$ cat src/rtl/ifu_fetch.sv
// Instruction fetch unit. Owns the architectural PC, issues one imem read per
// instruction and hands the fetched word plus its PC to decode. Redirects
// (branch/jump/trap) replace the PC and squash any in-flight fetch.
module ifu_fetch #(
  parameter logic [31:0] RESET_PC = 32'h8000_0000
) (
  input  logic        clk,
  input  logic        rst,
  output logic        imem_req_valid_o,
  input  logic        imem_req_ready_i,
  output logic [31:0] imem_req_addr_o,
  input  logic        imem_rsp_valid_i,
  input  logic [31:0] imem_rsp_data_i,
  input  logic        imem_rsp_err_i,
  output logic        inst_valid_o,
  input  logic        inst_ready_i,
  output logic [31:0] inst_o,
  output logic [31:0] inst_pc_o,
  output logic        inst_fault_o,
  input  logic        redirect_valid_i,
  input  logic [31:0] redirect_pc_i
);

  typedef enum logic [1:0] {IDLE, REQ, WAIT, OUT} state_e;

  state_e      state_q, state_d;
  logic [31:0] pc_q, pc_d;       // architectural PC (next instruction to deliver)
  logic [31:0] addr_q, addr_d;   // address presented on imem; lags pc while draining
  logic        drop_q, drop_d;   // outstanding/presented fetch belongs to a squashed path
  logic [31:0] inst_q, inst_d;
  logic [31:0] ipc_q, ipc_d;
  logic        fault_q, fault_d;
  logic        misalign;

  assign misalign = addr_q[1:0] != 2'b00;

  // State and datapath registers.
  always_ff @(posedge clk or posedge rst) begin
    if (rst) begin
      state_q <= IDLE;
      pc_q    <= RESET_PC;
      addr_q  <= RESET_PC;
      drop_q  <= 1'b0;
      inst_q  <= '0;
      ipc_q   <= '0;
      fault_q <= 1'b0;
    end else begin
      state_q <= state_d;
      pc_q    <= pc_d;
      addr_q  <= addr_d;
      drop_q  <= drop_d;
      inst_q  <= inst_d;
      ipc_q   <= ipc_d;
      fault_q <= fault_d;
    end
  end

  // Next-state logic: fetch sequencing, redirect squash and fault capture.
  always_comb begin
    state_d = state_q;
    pc_d    = pc_q;
    addr_d  = addr_q;
    drop_d  = drop_q;
    inst_d  = inst_q;
    ipc_d   = ipc_q;
    fault_d = fault_q;
    case (state_q)
      IDLE: begin
        state_d = REQ;
        addr_d  = pc_q;
      end
      REQ: begin
        if (misalign) begin
          // Nothing was presented to memory, so a redirect simply retargets.
          if (redirect_valid_i) begin
            pc_d   = redirect_pc_i;
            addr_d = redirect_pc_i;
          end else begin
            state_d = OUT;
            inst_d  = '0;
            ipc_d   = addr_q;
            fault_d = 1'b1;
          end
        end else begin
          // A presented request must stay stable until accepted; remember to
          // discard its response and refetch from the new PC afterwards.
          if (redirect_valid_i) begin
            pc_d   = redirect_pc_i;
            drop_d = 1'b1;
          end
          if (imem_req_ready_i) state_d = WAIT;
        end
      end
      WAIT: begin
        if (redirect_valid_i) pc_d = redirect_pc_i;
        if (imem_rsp_valid_i) begin
          if (drop_q || redirect_valid_i) begin
            drop_d  = 1'b0;
            state_d = REQ;
            addr_d  = redirect_valid_i ? redirect_pc_i : pc_q;
          end else begin
            state_d = OUT;
            inst_d  = imem_rsp_err_i ? 32'h0 : imem_rsp_data_i;
            ipc_d   = addr_q;
            fault_d = imem_rsp_err_i;
          end
        end else if (redirect_valid_i) begin
          drop_d = 1'b1;
        end
      end
      OUT: begin
        // Redirect beats a same-cycle consume: held instruction is dropped.
        if (redirect_valid_i) begin
          state_d = REQ;
          pc_d    = redirect_pc_i;
          addr_d  = redirect_pc_i;
        end else if (inst_ready_i) begin
          state_d = REQ;
          pc_d    = pc_q + 32'd4;
          addr_d  = pc_q + 32'd4;
        end
      end
      default: state_d = IDLE;
    endcase
  end

  assign imem_req_valid_o = (state_q == REQ) && !misalign;
  assign imem_req_addr_o  = addr_q;
  assign inst_valid_o     = (state_q == OUT);
  assign inst_o           = inst_q;
  assign inst_pc_o        = ipc_q;
  assign inst_fault_o     = fault_q;

endmodule
$ cat config.mk
export PLATFORM = sky130hd
export DESIGN_NAME = ifu_fetch
export DESIGN_NICKNAME = d
export VERILOG_FILES = /design/src/rtl/ifu_fetch.sv
export SDC_FILE = /design/constraint.sdc
export NUM_CORES = 1
export LEC_CHECK = 0
export CORE_MARGIN = 2
export CORE_UTILIZATION = 51
export DETAILED_ROUTE_END_ITERATION = 12
export GPL_TIMING_DRIVEN = 0
export PLACE_DENSITY = 0.81
export SLEW_MARGIN = 20
export SYNTH_ARGS = -nofsm -noshare
export SYNTH_HDL_FRONTEND = slang
export SYNTH_SLANG_ARGS = --single-unit
$ cat constraint.sdc
create_clock -name clk -period 5.79 [get_ports clk]
set_input_delay 1.158 -clock clk [delete_from_list [all_inputs] [get_ports clk]]
set_output_delay 1.158 -clock clk [all_outputs]
set_load 0.02 [all_outputs]
---- Yosys cells after proc, flatten, opt, wreduce, memory -nomap -nowiden ----
Cells that the tools add are included.
storage, ports and cells
  register bits after elaboration ......... 132
  input port bits ......................... 71
operators by class
  add/sub/neg operators ................... 1
  equal/unequal tests ..................... 14
  mux-type cells .......................... 38
  reductions and logical operators ........ 13
operator list
  operator               count
  $mux 32                16
  $pmux 32 s2            3
  $pmux 32 s4            1
  $add 32x3->32 const B  1
  $mux 2                 7
  $ne 2x2->1 const B     7
  $reduce_and 5->1       2
  $ne 3x3->1 const B     3
  $mux 1                 8
  $pmux 2 s4             1
  $reduce_bool 2->1      3
  $eq 2x2->1 const B     2
  $pmux 1 s2             2
  $reduce_and 4->1       1
  $ne 3x1->1 const B     1
  $reduce_and 3->1       1
  $eq 2x1->1 const B     1
  $logic_not 2->1        1
  $reduce_and 2->1       1
  $reduce_or 2->1        1
  $logic_and 1x1->1      1
  $logic_not 1->1        1
  $logic_or 1x1->1       1

---- Logic depth before layout (Yosys ltp) ----
  depth after elaboration ................. 4
  depth in mapped cells ................... 11
  depth with buffers taken out ............ 7

---- Worst setup path after synthesis ----
Ideal clock, no wire load.
  path kind ............................... input -> register
  start point ............................. input port redirect_valid_i
  end point ............................... register addr_q[21], in the netlist imem_req_addr_o[21]
  setup time .............................. 0.142 ns
  data arrival time ....................... 2.651 ns
  data required time ...................... 5.648 ns
  setup slack ............................. 2.998 ns
  stages .................................. 6
  buffers on the path ..................... 3
  cells stage by stage .................... clkbuf_1 clkbuf_1 clkbuf_1 mux2_2 a222oi_1 a31oi_1
between the ends
  longest elaborated chain between the ends .. 4
  elaborated cells on any way between the ends .. 10
  those cells by class .................... 3 x eq/ne; 5 x mux; 2 x reduce/logical
RTL lines
  element               RTL line  RTL
  from (decl)           20        input logic redirect_valid_i,
  $mux 32               n/a
  $mux 32               97        if (drop_q || redirect_valid_i) begin
  $mux 32               96        if (imem_rsp_valid_i) begin
  $pmux 32 s4           67        case (state_q)
  to (signal assigned)  50        addr_q <= addr_d;
  to (decl)             28        logic [31:0] addr_q, addr_d;
Several ways; a longest one is shown, not always the timed one. The select of a mux whose other input is x is not followed.
A chain may end at the register's enable or synchronous reset.

---- Worst setup path after layout ----
  start point ............................. input port redirect_valid_i
  end point ............................... register pc_q[13]
between the ends
  longest elaborated chain between the ends .. 2
  elaborated cells on any way between the ends .. 5
  those cells by class .................... 1 x eq/ne; 3 x mux; 1 x reduce/logical
RTL lines
  element                                                 RTL line  RTL
  $mux 32 (tied with other cells)                         113       if (redirect_valid_i) begin
  $pmux 32 s2 / $reduce_and 2->1 (equally long branches)  n/a
  to (signal assigned)                                    49        pc_q <= pc_d;
  to (decl)                                               27        logic [31:0] pc_q, pc_d;
Several ways; a longest one is shown, not always the timed one.

==> results_dict.tcl <==
set metrics [dict create \
    status "complete, no violations" \
    synth.cell_area_um2 7500 \
    cts_tree "done" \
    cp_slowest_stage_delay_ns 0.63 \
    crit_chain "clkdlybuf4s50_1, clkbuf_1, clkbuf_1, clkbuf_1, clkbuf_1, a22oi_1, o21ai_0" \
    setup_violations 0 \
    async_reset_ff_share_pct 100 \
    holdWs_ns 0.480 \
    dieArea_um2 15700 \
    end_kind "flop" \
    n_antenna_cell 0 \
    ctsResizeCount 0 \
    r2r_setup_slack_ns 2.56 \
    via_per_inst 6.58 \
    drt-total-wl_um 28100 \
    clkLatencyLatePin_ns 0.43 \
    drc 0 \
    cts_hold_buf 0 \
    dp.final_hpwl_um 19400 \
    final_cell_area_um2 10100 \
    grt_max_degree 79 \
    core_um2 14500 \
    fmax_mhz 251 \
    r2r_end "imem_req_addr_o[2]$_DFFE_PP0P_" \
    clock-sinks 132 \
    initial_core_util_pct 51.8 \
    crit_path_max_fanout 10 \
    synth_cells 837 \
    row_count 44 \
    worstMarginPinSlew_ns 1.16 \
    cp_slowest_cell "clkbuf_1" \
    worst_r2r_path_depth 8 \
    fin_worst_skew_ns 0.00593 \
    port_buffers 169 \
    crit_arrival_ns 4.31 \
    synth.distinct_cells 64 \
    gp_congestion 0.988 \
    whs_endpoint "inst_o[6]$_DFFE_PP0P_" \
    final_cell_mix "clkdlybuf4s50_1, dfrtp_1, o21ai_0" \
    hold_path.class "reg2reg" \
    fin_nets 1104 \
    fp.dieW_um 125 \
    numCtsBuffers 17 \
    cts_root_buffer "clkbuf_16" \
    path_common_cell "clkbuf_1" \
    synthFlopType "dfrtp_1" \
    clock_path_buffers 2 \
    peakVddDrop_uv 318 \
    drt_iter0_drc 1297 \
    slew_violations 0 \
    power_leakage_nw 4.00 \
    wl_per_cell_um 23.0 \
    layoutNonFillerInstCount 1223 \
    avgSynthCellArea_um2 8.96 \
    syn2layout_area_growth_pct 34.1 \
    drive_gt1_share_pct 10.3 \
    first_pass_iters 7 \
    power_density_nw_per_um2 613 \
    maxCapViolCount 0 \
    path_class "in2reg" \
    post-place-ws_ns 1.60 \
    grt_pass1_vias 7674 \
    critPathBufInv 5 \
    layout_commonest_cell "clkdlybuf4s50_1" \
    crit_required_ns 6.12 \
    cts_setup_buffers 0 \
    die_h_um 125 \
    finalHoldViolations 0 \
    ant_nets 0 \
    grt.total_usage_pct 35.5 \
    rsz0062_at_grt "no" \
    synth_nets 914 \
    slew-limit-headroom_pct 22.6 \
    synth-edff-count 0 \
    r2r-start "state_q[0]$_DFFE_PP0P_" \
    start_kind "input port" \
    antenna_found_initial 0 \
    placed_cells 1192 \
    final.setup.worst_slack_ns 1.80 \
    vias 8049 \
    grt_pass1_wl_um 43200 \
    fin_crit_ns 3.99 \
    ys_ff_latch 132 \
    h-tree-depth 4 \
    clk_pin_slew_worst_paths_ns 0.06 \
    min_period_over_period_pct 68.9 \
    ioPinCount 170 \
    startpoint "redirect_valid_i" \
    worstHoldPathCells 2 \
    overflow 0 \
    fillers 1128 \
    yosysWarnings 0 \
    dpl-instance-area_um2 9470 \
    cp_top_family "buffers and inverters" \
    yosysSeqAreaShare_pct 44.1 \
    holdCritStartpoint "inst_o[6]$_DFFE_PP0P_" \
]
[power breakdown]
part	internal [mW]	switching, mW	leakage [nW]
combinational	1.35	2.10	2.07
sequential	1.33	0.306	1.64
clock	0.675	0.405	0.289
total	3.36	2.81	4.00
[cells by family (layout without fill, tap and decap cells)]
kind of cell	after synthesis	after routing	synth area share, %
and+or+nand+nor	251	251	16.5
muxes	54	54	7.90
DFF	132	132	44.1
AOI/OAI and AO/OA	288	288	24.6
xor gates and xnor gates	5	5	0.584
adders and majority gates	6	6	1.00
buffers and inverters	101	303	5.34
[per-stage QoR]
step	setup TNS, ns	power, mW	util [%]
global route	0	6.44	69.5
global placement	-106.12	4.91	65.1
detailed placement	0	4.98	65.4
floorplan	0	3.61	-
CTS	0	6.08	69.5
finish	0	6.16	69.5
[worst max-delay path by stage]
stage | endpoint | cells after the start | slack (ns)
6_report | pc_q[13]$_DFFE_PP0P_ | 7 | 1.80
3_3_place_gp | imem_req_addr_o[3]$_DFFE_PP0P_ | 2 | -0.83
3_5_place_dp | pc_q[5]$_DFFE_PP0P_ | 8 | 1.60
2_1_floorplan | drop_q$_DFFE_PP0P_ | 1 | 1.11
4_1_cts | pc_q[5]$_DFFE_PP0P_ | 8 | 2.00
5_1_grt | pc_q[13]$_DFFE_PP0P_ | 7 | 1.75
[flip-flops by register name, indices dropped and copies added, names as in the netlist]
signal	flops
imem_req_addr_o	32
inst_o	32
inst_pc_o	32
pc_q	32
state_q	2
drop_q	1
inst_fault_o	1
[Yosys cell counts (all sizes together) (6+ instances only)]
cell type | n | area [um^2]
dfrtp | 130 | 3250
o21ai | 105 | 526
nand2 | 101 | 379
clkbuf | 59 | 224
a21oi | 49 | 245
mux2 | 42 | 473
nor2 | 41 | 154
a221oi | 28 | 245
inv | 22 | 82.6
a22oi | 19 | 143
a31oi | 19 | 119
buf | 19 | 90.1
nand3 | 19 | 95.1
nand2b | 17 | 106
nor3 | 16 | 85.1
nand4 | 15 | 115
mux2i | 12 | 120
nor4 | 11 | 75.1
a21o | 8 | 60.1
o31ai | 7 | 52.6
and3 | 6 | 37.5
ha | 6 | 75.1
[per-layer routing]
metal	wire [um]	GRT usage (%)	vias up
met3	3360	8.94	145
met4	1530	19.2	0
li1	-	-	3499
met1	10700	45.7	3768
met2	12500	55.2	637
met5	0	0	-
[tightest hold or removal path, delay by kind of cell (launching register included)]
| family | cells | cell delay, ns |
|---|---|---|
| simple gates | 1 | 0.05 |
| flops | 1 | 0.34 |
| compound gates | 1 | 0.06 |
[area by class of cell]
type	instances	area [um^2]	area share (%)
Multi-Input combinational cell	604	3800	37.8
Sequential cell	132	3310	32.9
Timing Repair Buffer	171	1730	17.2
Clock buffer	23	488	4.85
Buffer	78	314	3.12
Tap cell	184	230	2.29
Clock inverter	8	100	0.995
Inverter	23	93.8	0.933
No activity file was read; power rests on OpenSTA's default activity.
